===== src/rtl/oled_spi_arbiter_if.sv =====
// Command/pixel byte handshake bundle between a display driver and oled_spi_arbiter.
// The master offers bytes; the arbiter (slave) returns per-channel ready.
interface oled_spi_arbiter_if;
  logic       cmd_valid;
  logic [7:0] cmd_data;
  logic       cmd_ready;
  logic       pix_valid;
  logic [7:0] pix_data;
  logic       pix_last;
  logic       pix_ready;

  modport master (
    output cmd_valid, cmd_data, pix_valid, pix_data, pix_last,
    input  cmd_ready, pix_ready
  );

  modport slave (
    input  cmd_valid, cmd_data, pix_valid, pix_data, pix_last,
    output cmd_ready, pix_ready
  );
endinterface


===== src/rtl/oled_spi_arbiter.sv =====
// Arbitrates a command byte stream and a pixel byte stream onto one OLED SPI bus.
// Pixel frames lock the bus until pix_last; bursts are separated by a csn-high gap.
module oled_spi_arbiter #(
  parameter int unsigned c_clk_div = 32'd1,
  parameter int unsigned c_gap     = 32'd2
) (
  input  logic                      clk,
  input  logic                      reset,
  oled_spi_arbiter_if.slave         host,
  output logic                      spi_csn,
  output logic                      spi_clk,
  output logic                      spi_mosi,
  output logic                      spi_dc,
  output logic                      busy,
  output logic                      frame_done
);

  localparam int unsigned c_div_w = (c_clk_div > 32'd1) ? $clog2(c_clk_div) : 32'd1;
  localparam int unsigned c_gap_w = $clog2(c_gap + 32'd1);
  localparam logic [c_div_w-1:0] c_div_last = c_div_w'(c_clk_div - 32'd1);
  localparam logic [c_div_w-1:0] c_div_one  = c_div_w'(32'd1);
  localparam logic [c_gap_w-1:0] c_gap_last = c_gap_w'(c_gap - 32'd1);
  localparam logic [c_gap_w-1:0] c_gap_one  = c_gap_w'(32'd1);

  typedef enum logic [2:0] {
    ST_IDLE  = 3'd0,
    ST_CMD   = 3'd1,
    ST_PIX   = 3'd2,
    ST_STALL = 3'd3,
    ST_GAP   = 3'd4
  } state_t;

  state_t               state_r;
  state_t               state_s;
  logic [7:0]           data_r;
  logic                 last_r;
  logic [2:0]           bit_idx_r;
  logic [c_div_w-1:0]   div_cnt_r;
  logic [c_gap_w-1:0]   gap_cnt_r;
  logic                 spi_csn_r;
  logic                 spi_clk_r;
  logic                 spi_mosi_r;
  logic                 spi_dc_r;

  logic                 sending_s;
  logic                 tick_s;
  logic                 byte_end_s;
  logic                 cmd_ready_s;
  logic                 pix_ready_s;
  logic                 frame_done_s;
  logic                 load_cmd_s;
  logic                 load_pix_s;

  assign sending_s  = (state_r == ST_CMD) || (state_r == ST_PIX);
  assign tick_s     = (div_cnt_r == c_div_last);
  // Last cycle of a byte: bit 0 is in its spi_clk-high half and the divider expires.
  assign byte_end_s = sending_s && tick_s && spi_clk_r && (bit_idx_r == 3'd0);
  assign load_cmd_s = host.cmd_valid & cmd_ready_s;
  assign load_pix_s = host.pix_valid & pix_ready_s;

  assign host.cmd_ready = cmd_ready_s & ~reset;
  assign host.pix_ready = pix_ready_s & ~reset;
  assign frame_done     = frame_done_s & ~reset;
  assign busy           = (state_r != ST_IDLE);
  assign spi_csn        = spi_csn_r;
  assign spi_clk        = spi_clk_r;
  assign spi_mosi       = spi_mosi_r;
  assign spi_dc         = spi_dc_r;

  // State register.
  always_ff @(posedge clk) begin
    if (reset) begin
      state_r <= ST_IDLE;
    end else begin
      state_r <= state_s;
    end
  end

  // Next-state logic.
  always_comb begin
    state_s = state_r;
    case (state_r)
      ST_IDLE: begin
        if (load_cmd_s)      state_s = ST_CMD;
        else if (load_pix_s) state_s = ST_PIX;
        else                 state_s = ST_IDLE;
      end
      ST_CMD: begin
        if (byte_end_s) state_s = load_cmd_s ? ST_CMD : ST_GAP;
        else            state_s = ST_CMD;
      end
      ST_PIX: begin
        if (!byte_end_s)     state_s = ST_PIX;
        else if (last_r)     state_s = ST_GAP;
        else if (load_pix_s) state_s = ST_PIX;
        else                 state_s = ST_STALL;
      end
      ST_STALL: state_s = load_pix_s ? ST_PIX : ST_STALL;
      ST_GAP:   state_s = (gap_cnt_r == c_gap_last) ? ST_IDLE : ST_GAP;
      default:  state_s = ST_IDLE;
    endcase
  end

  // Grant and frame outputs per state.
  always_comb begin
    cmd_ready_s  = 1'b0;
    pix_ready_s  = 1'b0;
    frame_done_s = 1'b0;
    case (state_r)
      ST_IDLE: begin
        cmd_ready_s = host.cmd_valid;
        pix_ready_s = host.pix_valid & ~host.cmd_valid;
      end
      ST_CMD:   cmd_ready_s = byte_end_s;
      ST_PIX: begin
        pix_ready_s  = byte_end_s & ~last_r;
        frame_done_s = byte_end_s & last_r;
      end
      ST_STALL: pix_ready_s = 1'b1;
      ST_GAP:   cmd_ready_s = 1'b0;
      default:  cmd_ready_s = 1'b0;
    endcase
  end

  // Shift datapath, bit/divider/gap counters and registered SPI pins.
  always_ff @(posedge clk) begin
    if (reset) begin
      data_r     <= 8'h00;
      last_r     <= 1'b0;
      bit_idx_r  <= 3'd0;
      div_cnt_r  <= '0;
      gap_cnt_r  <= '0;
      spi_csn_r  <= 1'b1;
      spi_clk_r  <= 1'b0;
      spi_mosi_r <= 1'b0;
      spi_dc_r   <= 1'b0;
    end else if (load_cmd_s || load_pix_s) begin
      data_r     <= load_cmd_s ? host.cmd_data : host.pix_data;
      last_r     <= load_pix_s & host.pix_last;
      spi_dc_r   <= load_pix_s;
      spi_mosi_r <= load_cmd_s ? host.cmd_data[7] : host.pix_data[7];
      spi_csn_r  <= 1'b0;
      spi_clk_r  <= 1'b0;
      bit_idx_r  <= 3'd7;
      div_cnt_r  <= '0;
      gap_cnt_r  <= '0;
    end else begin
      case (state_r)
        ST_CMD, ST_PIX: begin
          if (byte_end_s) begin
            // Stall keeps the device selected; everything else releases it.
            spi_csn_r <= (state_s != ST_STALL);
            spi_clk_r <= 1'b0;
            div_cnt_r <= '0;
          end else if (tick_s) begin
            div_cnt_r <= '0;
            if (!spi_clk_r) begin
              spi_clk_r <= 1'b1;
            end else begin
              spi_clk_r  <= 1'b0;
              bit_idx_r  <= bit_idx_r - 3'd1;
              spi_mosi_r <= data_r[bit_idx_r - 3'd1];
            end
          end else begin
            div_cnt_r <= div_cnt_r + c_div_one;
          end
        end
        ST_STALL: begin
          spi_csn_r <= 1'b0;
          spi_clk_r <= 1'b0;
        end
        ST_GAP: begin
          spi_csn_r <= 1'b1;
          spi_clk_r <= 1'b0;
          gap_cnt_r <= (gap_cnt_r == c_gap_last) ? '0 : gap_cnt_r + c_gap_one;
        end
        ST_IDLE: begin
          spi_csn_r <= 1'b1;
          spi_clk_r <= 1'b0;
          gap_cnt_r <= '0;
        end
        default: begin
          spi_csn_r <= 1'b1;
          spi_clk_r <= 1'b0;
        end
      endcase
    end
  end

endmodule


===== src/flat_wrapper.sv =====
// flat-port wrapper written by rule: the top's interface ports become plain ports
module oled_spi_arbiter_flat 
#(
  parameter int unsigned c_clk_div = 32'd1,
  parameter int unsigned c_gap     = 32'd2
)
  (clk, reset, spi_csn, spi_clk, spi_mosi, spi_dc, busy, frame_done, host_cmd_valid, host_cmd_data, host_pix_valid, host_pix_data, host_pix_last, host_cmd_ready, host_pix_ready);
  oled_spi_arbiter_if host_i ();
  input  logic clk;
  input  logic reset;
  output logic spi_csn;
  output logic spi_clk;
  output logic spi_mosi;
  output logic spi_dc;
  output logic busy;
  output logic frame_done;
  input wire logic [$bits(host_i.cmd_valid)-1:0] host_cmd_valid;
  input wire logic [$bits(host_i.cmd_data)-1:0] host_cmd_data;
  input wire logic [$bits(host_i.pix_valid)-1:0] host_pix_valid;
  input wire logic [$bits(host_i.pix_data)-1:0] host_pix_data;
  input wire logic [$bits(host_i.pix_last)-1:0] host_pix_last;
  output wire logic [$bits(host_i.cmd_ready)-1:0] host_cmd_ready;
  output wire logic [$bits(host_i.pix_ready)-1:0] host_pix_ready;
  assign host_i.cmd_valid = host_cmd_valid;
  assign host_i.cmd_data = host_cmd_data;
  assign host_i.pix_valid = host_pix_valid;
  assign host_i.pix_data = host_pix_data;
  assign host_i.pix_last = host_pix_last;
  assign host_cmd_ready = host_i.cmd_ready;
  assign host_pix_ready = host_i.pix_ready;
  oled_spi_arbiter #(.c_clk_div(c_clk_div), .c_gap(c_gap)) u_core (.clk(clk), .reset(reset), .host(host_i), .spi_csn(spi_csn), .spi_clk(spi_clk), .spi_mosi(spi_mosi), .spi_dc(spi_dc), .busy(busy), .frame_done(frame_done));
endmodule

===== config.mk =====
export PLATFORM = sky130hd
export DESIGN_NAME = oled_spi_arbiter_flat
export DESIGN_NICKNAME = d
export VERILOG_FILES = /design/src/rtl/oled_spi_arbiter_if.sv /design/src/rtl/oled_spi_arbiter.sv /design/src/flat_wrapper.sv
export SDC_FILE = /design/constraint.sdc
export NUM_CORES = 1
export LEC_CHECK = 0
export ABC_AREA = 0
export CAP_MARGIN = 20
export CORE_ASPECT_RATIO = 0.6
export CORE_MARGIN = 2
export CORE_UTILIZATION = 48
export CTS_CLUSTER_DIAMETER = 80
export DETAILED_ROUTE_END_ITERATION = 16
export GPL_TIMING_DRIVEN = 0
export MAX_ROUTING_LAYER = met4
export PLACE_DENSITY = 0.79
export SLEW_MARGIN = 20
export SYNTH_ARGS = -nofsm -noshare
export SYNTH_HDL_FRONTEND = slang
export SYNTH_SLANG_ARGS = --single-unit
export TNS_END_PERCENT = 5

===== constraint.sdc =====
create_clock -name clk -period 2.93 [get_ports clk]
set_input_delay 0.879 -clock clk [delete_from_list [all_inputs] [get_ports clk]]
set_output_delay 0.879 -clock clk [all_outputs]
set_load 0.01 [all_outputs]

* Yosys cells after proc, flatten, opt, wreduce, memory -nomap -nowiden
Index checks and enable logic that the tools add are counted.
** Cells by class
- Mux-type cells :: 34
- Add/sub/neg operators :: 3
- Reduce and logical (&&, ||, !) cells :: 15
- Bitwise operators :: 14
- Equality and inequality tests :: 9
- Magnitude comparators :: 1
** Operator list (count)
- 2-to-1 mux 3 bit :: 11
- case mux 3 bit (5 select lines) :: 1
- 2-to-1 mux 1 bit :: 14
- bitwise AND 1 bit :: 9
- 2-to-1 mux 8 bit :: 1
- equality test 3 x 2 -> 1 bit (second input constant) :: 2
- logical NOT 3 bit :: 2
- nonzero test 2 bit :: 3
- NOT 1 bit :: 5
- < comparator 3 x 4 -> 1 bit (second input constant) :: 1
- 2-to-1 mux 2 bit :: 2
- inequality test 2 bit (second input constant) :: 2
- case mux 1 bit (2 select lines) :: 2
- case mux 2 bit (2 select lines) :: 1
- AND reduction 4 bit :: 1
- OR reduction 2 bit :: 2
- OR reduction 4 bit :: 1
- binary-select mux 1 bit (select 3 bit) :: 1
- equality test 3 x 1 -> 1 bit (second input constant) :: 1
- equality test 3 bit (second input constant) :: 1
- logical AND 1 bit :: 3
- inequality test 3 x 1 -> 1 bit (second input constant) :: 1
- inequality test 3 x 2 -> 1 bit (second input constant) :: 1
- case mux 1 bit (3 select lines) :: 1
- 6 further kinds :: 7
** Word-level totals
- Logic and storage cells :: 86
- Bits in registers :: 22

* Longest topological paths before layout
- Depth after elaboration :: 16
- Mapped depth :: 8

* Worst setup path after synthesis
Ideal clock, no wire load.
- Path type :: input-to-output
- Start point :: input host_cmd_valid
- End point :: output host_pix_ready
- Path slack :: 0.235 ns
- Arrival time :: 1.816 ns
- Cell stages on the path :: 4
- Path through :: or4b_1 a21oi_1 nor2_1 nor2_1
** Between the ends
- Longest elaborated chain between the ends :: 4
** RTL lines
- start: declaration :: RTL line flat_wrapper.sv:17 : input wire logic [$bits(host_i.cmd_valid)-1:0] host_cmd_valid;
- NOT 1 bit :: RTL line oled_spi_arbiter.sv:112 : pix_ready_s = host.pix_valid & ~host.cmd_valid;
- bitwise AND 1 bit :: RTL line oled_spi_arbiter.sv:112
- case mux 1 bit (3 select lines) :: RTL line oled_spi_arbiter.sv:109 : case (state_r)
- bitwise AND 1 bit :: RTL line oled_spi_arbiter.sv:62 : assign host.pix_ready = pix_ready_s & ~reset;
- end: declaration :: RTL line flat_wrapper.sv:23 : output wire logic [$bits(host_i.pix_ready)-1:0] host_pix_ready;
No other way between the ends.

* Final worst setup path
- Start point :: input reset
- End point :: output host_cmd_ready
** Between the ends
- Longest elaborated chain between the ends :: 2
** RTL lines
- start: declaration :: RTL line flat_wrapper.sv:10 : input logic reset;
- NOT 1 bit :: RTL line oled_spi_arbiter.sv:61 : assign host.cmd_ready = cmd_ready_s & ~reset;
- bitwise AND 1 bit :: RTL line oled_spi_arbiter.sv:61
- end: declaration :: RTL line flat_wrapper.sv:22 : output wire logic [$bits(host_i.cmd_ready)-1:0] host_cmd_ready;
No other way between the ends.

==> summary.txt <==
status = complete, no violations
1st-pass router iterations = 4
RSZ-0062 raised after global routing = yes
setup ws final = 0.0449 ns
syn_nets = 168
fin nets = 204
Syn Inst Count = 145
reg2reg end = u_core.data_r[6]
root buffer cell = clkbuf_8
Site Rows = 13
Avg WL per Cell = 15.1 um
commonest cells in the netlist = nand2_1, dfxtp_1, nor2_1, a21oi_1, a311oi_1
final instance area = 1610 um2
GP Congestion = 0.988
gr ovfl total = 0
Port Buffers = 28
Post-synth EDFFs = 0
# clock sinks = 21
vias per cell = 5.80
Final Skew = 0.00913 ns
top cells by area, synth = dfxtp_1, a311oi_1, nand2_1, nor2_1, a21oi_1
worst vdd ir = 0.000348 V
Netlist cell types = 38
worst r2r path cells = 9
Final Hold Viols = 0
count leader, synth = nand2_1
sequential share of the synthesized area = 35.1%
Crit Path Max Fanout = 10
Hold EP = u_core.gap_cnt_r[1]
Placed Area = 1520 um2
Initial Utilization = 53.0%
clock tree buffer depth = 2
first-pass GRT wire length = 5290 um
Hold Crit Class = flip-flop to flip-flop
ratio of cells with drive above 1 in the final layout = 12.8%
#FFs+latches synth = 21
Slew headroom = 65.4%
Reg-to-Reg Start = u_core.bit_idx_r[0]
CTS clk-pin slew, worst paths = 0.08 ns
Final period util = 98.5%
HPWL Detailed = 2310 um
Post-Place Worst Slack = -0.872 ns
Final ANT Viol Nets = 0
DRT Wirelength = 3180 um
leading area contributor after synthesis = dfxtp_1
area share of the largest cell type after synthesis = 35.1%
TritonCTS buffer count = 3
Die Wd = 68.5 um
max-slew violations = 0
Pleak = 0.591 nW
Core ar. = 2260 um2
DRC viols = 0
Iteration-0 DRC Markers = 119
Die Span Y = 42.7 um
cts hold-fix bufs = 0
Die ar. = 2930 um2
P per Cell Area = 492 nW/um2
io pins = 29
CP required = 2.05 ns
flop-to-flop setup slack = 0.61 ns
Sequential Area = 420 um2
H-tree depth = 1
Post-Syn Area per Cell = 8.27 um2
vias in the first global route = 1,094
Clock Latency Late Sink = 0.26 ns
min Tclk post-route = 2.89 ns
Synth Flop Type = dfxtp_1
footprint of the multi-input gates = 748 um2
Setup crit start kind = primary input
CP endpoint kind = output port
Async SR Flop Fraction = 0%
Worst-Margin Slew = 0.519 ns
Filler cells = 183
Syn. warnings = 0
GRT Total Usage = 24.9%
CTS tree = built
setup TNS = 0 ns
synthesized cell area = 1200 um2
hold depth = 2
Max Cap Viol = 0
Vias = 1,218
WS Path Type = primary input to output port
n_diodes = 0
Max Clk Rate = 347 MHz
final setup violation count = 0
initial antenna violation count = 0
area delta synth->final = 34.1%
WP data arrival = 2.01 ns
min-delay src = u_core.gap_cnt_r[1]
pin count of the biggest net entering global routing = 13
[cell families after synthesis]
| kind of cell | after synthesis | synth area share (%) |
|---|---|---|
| multiplexers | 7 | 6.99 |
| AND/OR/NAND/NOR | 68 | 30.1 |
| buffers and inverters | 14 | 5.11 |
| adder cells (fa/ha/maj) | 2 | 2.09 |
| AO/OA/AOI/OAI | 30 | 17.9 |
| XOR/XNOR | 3 | 2.82 |
| flip-flops | 21 | 35.1 |
[placed cells by master (no fill, tap or decap), types with 4 or more instances in the layout]
cell type,n
a311oi_1,10
clkbuf_1,6
nor3_1,4
dfxtp_1,21
clkbuf_8,4
nand2_1,23
mux2i_1,5
inv_1,5
nor2_1,18
clkdlybuf4s50_1,22
a21oi_1,9
[registers in the layout, indices dropped and copies added, names as in the netlist]
name,flops
u_core.data_r,8
u_core.spi_dc,1
u_core.last_r,1
u_core.state_r,3
u_core.spi_clk,1
u_core.gap_cnt_r,2
u_core.spi_mosi,1
u_core.spi_csn,1
u_core.bit_idx_r,3
[routing by layer]
| metal | share of wire [%] | track usage, % | up-vias |
|---|---|---|---|
| met5 | 0 | - | - |
| met4 | 0 | 2.40 | 0 |
| met3 | 7.7 | 6.90 | 0 |
| met2 | 42 | 33.8 | 49 |
| met1 | 51 | 37.4 | 571 |
| li1 | - | - | 598 |
[timing repair]
item                                    4_1_cts  5_1_grt
setup buffers                                 2        1
pin swaps                                     1        1
resized for setup                            18        5
endpoints found under the setup margin        3        2
[metrics by stage]
| stage | hold WS, ns | utilization (%) | instances | power (W) |
|---|---|---|---|---|
| floorplan | 0.423 | - | 145 | 0.000500 |
| global placement | 0.440 | 67.1 | 203 | 0.000584 |
| detailed placement | 0.445 | 67.1 | 203 | 0.000588 |
| CTS | 0.459 | 70.6 | 209 | 0.000783 |
| global route | 0.492 | 71.1 | 210 | 0.000837 |
| finish | 0.456 | 71.1 | 210 | 0.000791 |
[cell type report]
cell class / instances / area share, %
well taps: 30 / 2.33
inverters: 5 / 1.17
multi-input cells: 110 / 46.5
flip-flops and latches: 21 / 26.1
plain buffers: 9 / 3.27
clock buffers: 3 / 2.57
repair buffers: 31 / 17.7
clock inverters: 1 / 0.311
[worst max-delay path, cell delays in order]
cell,delay [ns]
dlygate4sd2_1,0.32
clkbuf_8,0.20
nor4_1,0.29
dlygate4sd2_1,0.32
[how the worst max path moves through the flow]
stage	to	start	slack, ns	depth (start not counted)
3_3_place_gp	host_pix_ready	host_pix_valid	-0.86	6
5_1_grt	host_cmd_ready	u_core.bit_idx_r[0]	-0.01	7
4_1_cts	host_pix_ready	host_cmd_valid	-0.04	6
2_1_floorplan	host_pix_ready	host_cmd_valid	0.24	4
3_5_place_dp	host_pix_ready	host_pix_valid	-0.87	6
6_report	host_cmd_ready	reset	0.04	4
[where the power goes]
part           total [W]  switching, W  leakage [nW]  internal [W]
Clock           0.000190     0.0000956        0.0255     0.0000948
Combinational   0.000258      0.000127         0.393      0.000131
Sequential      0.000342     0.0000266         0.173      0.000316
Total           0.000791      0.000249         0.591      0.000541
Power figures use the tool's default switching activity.
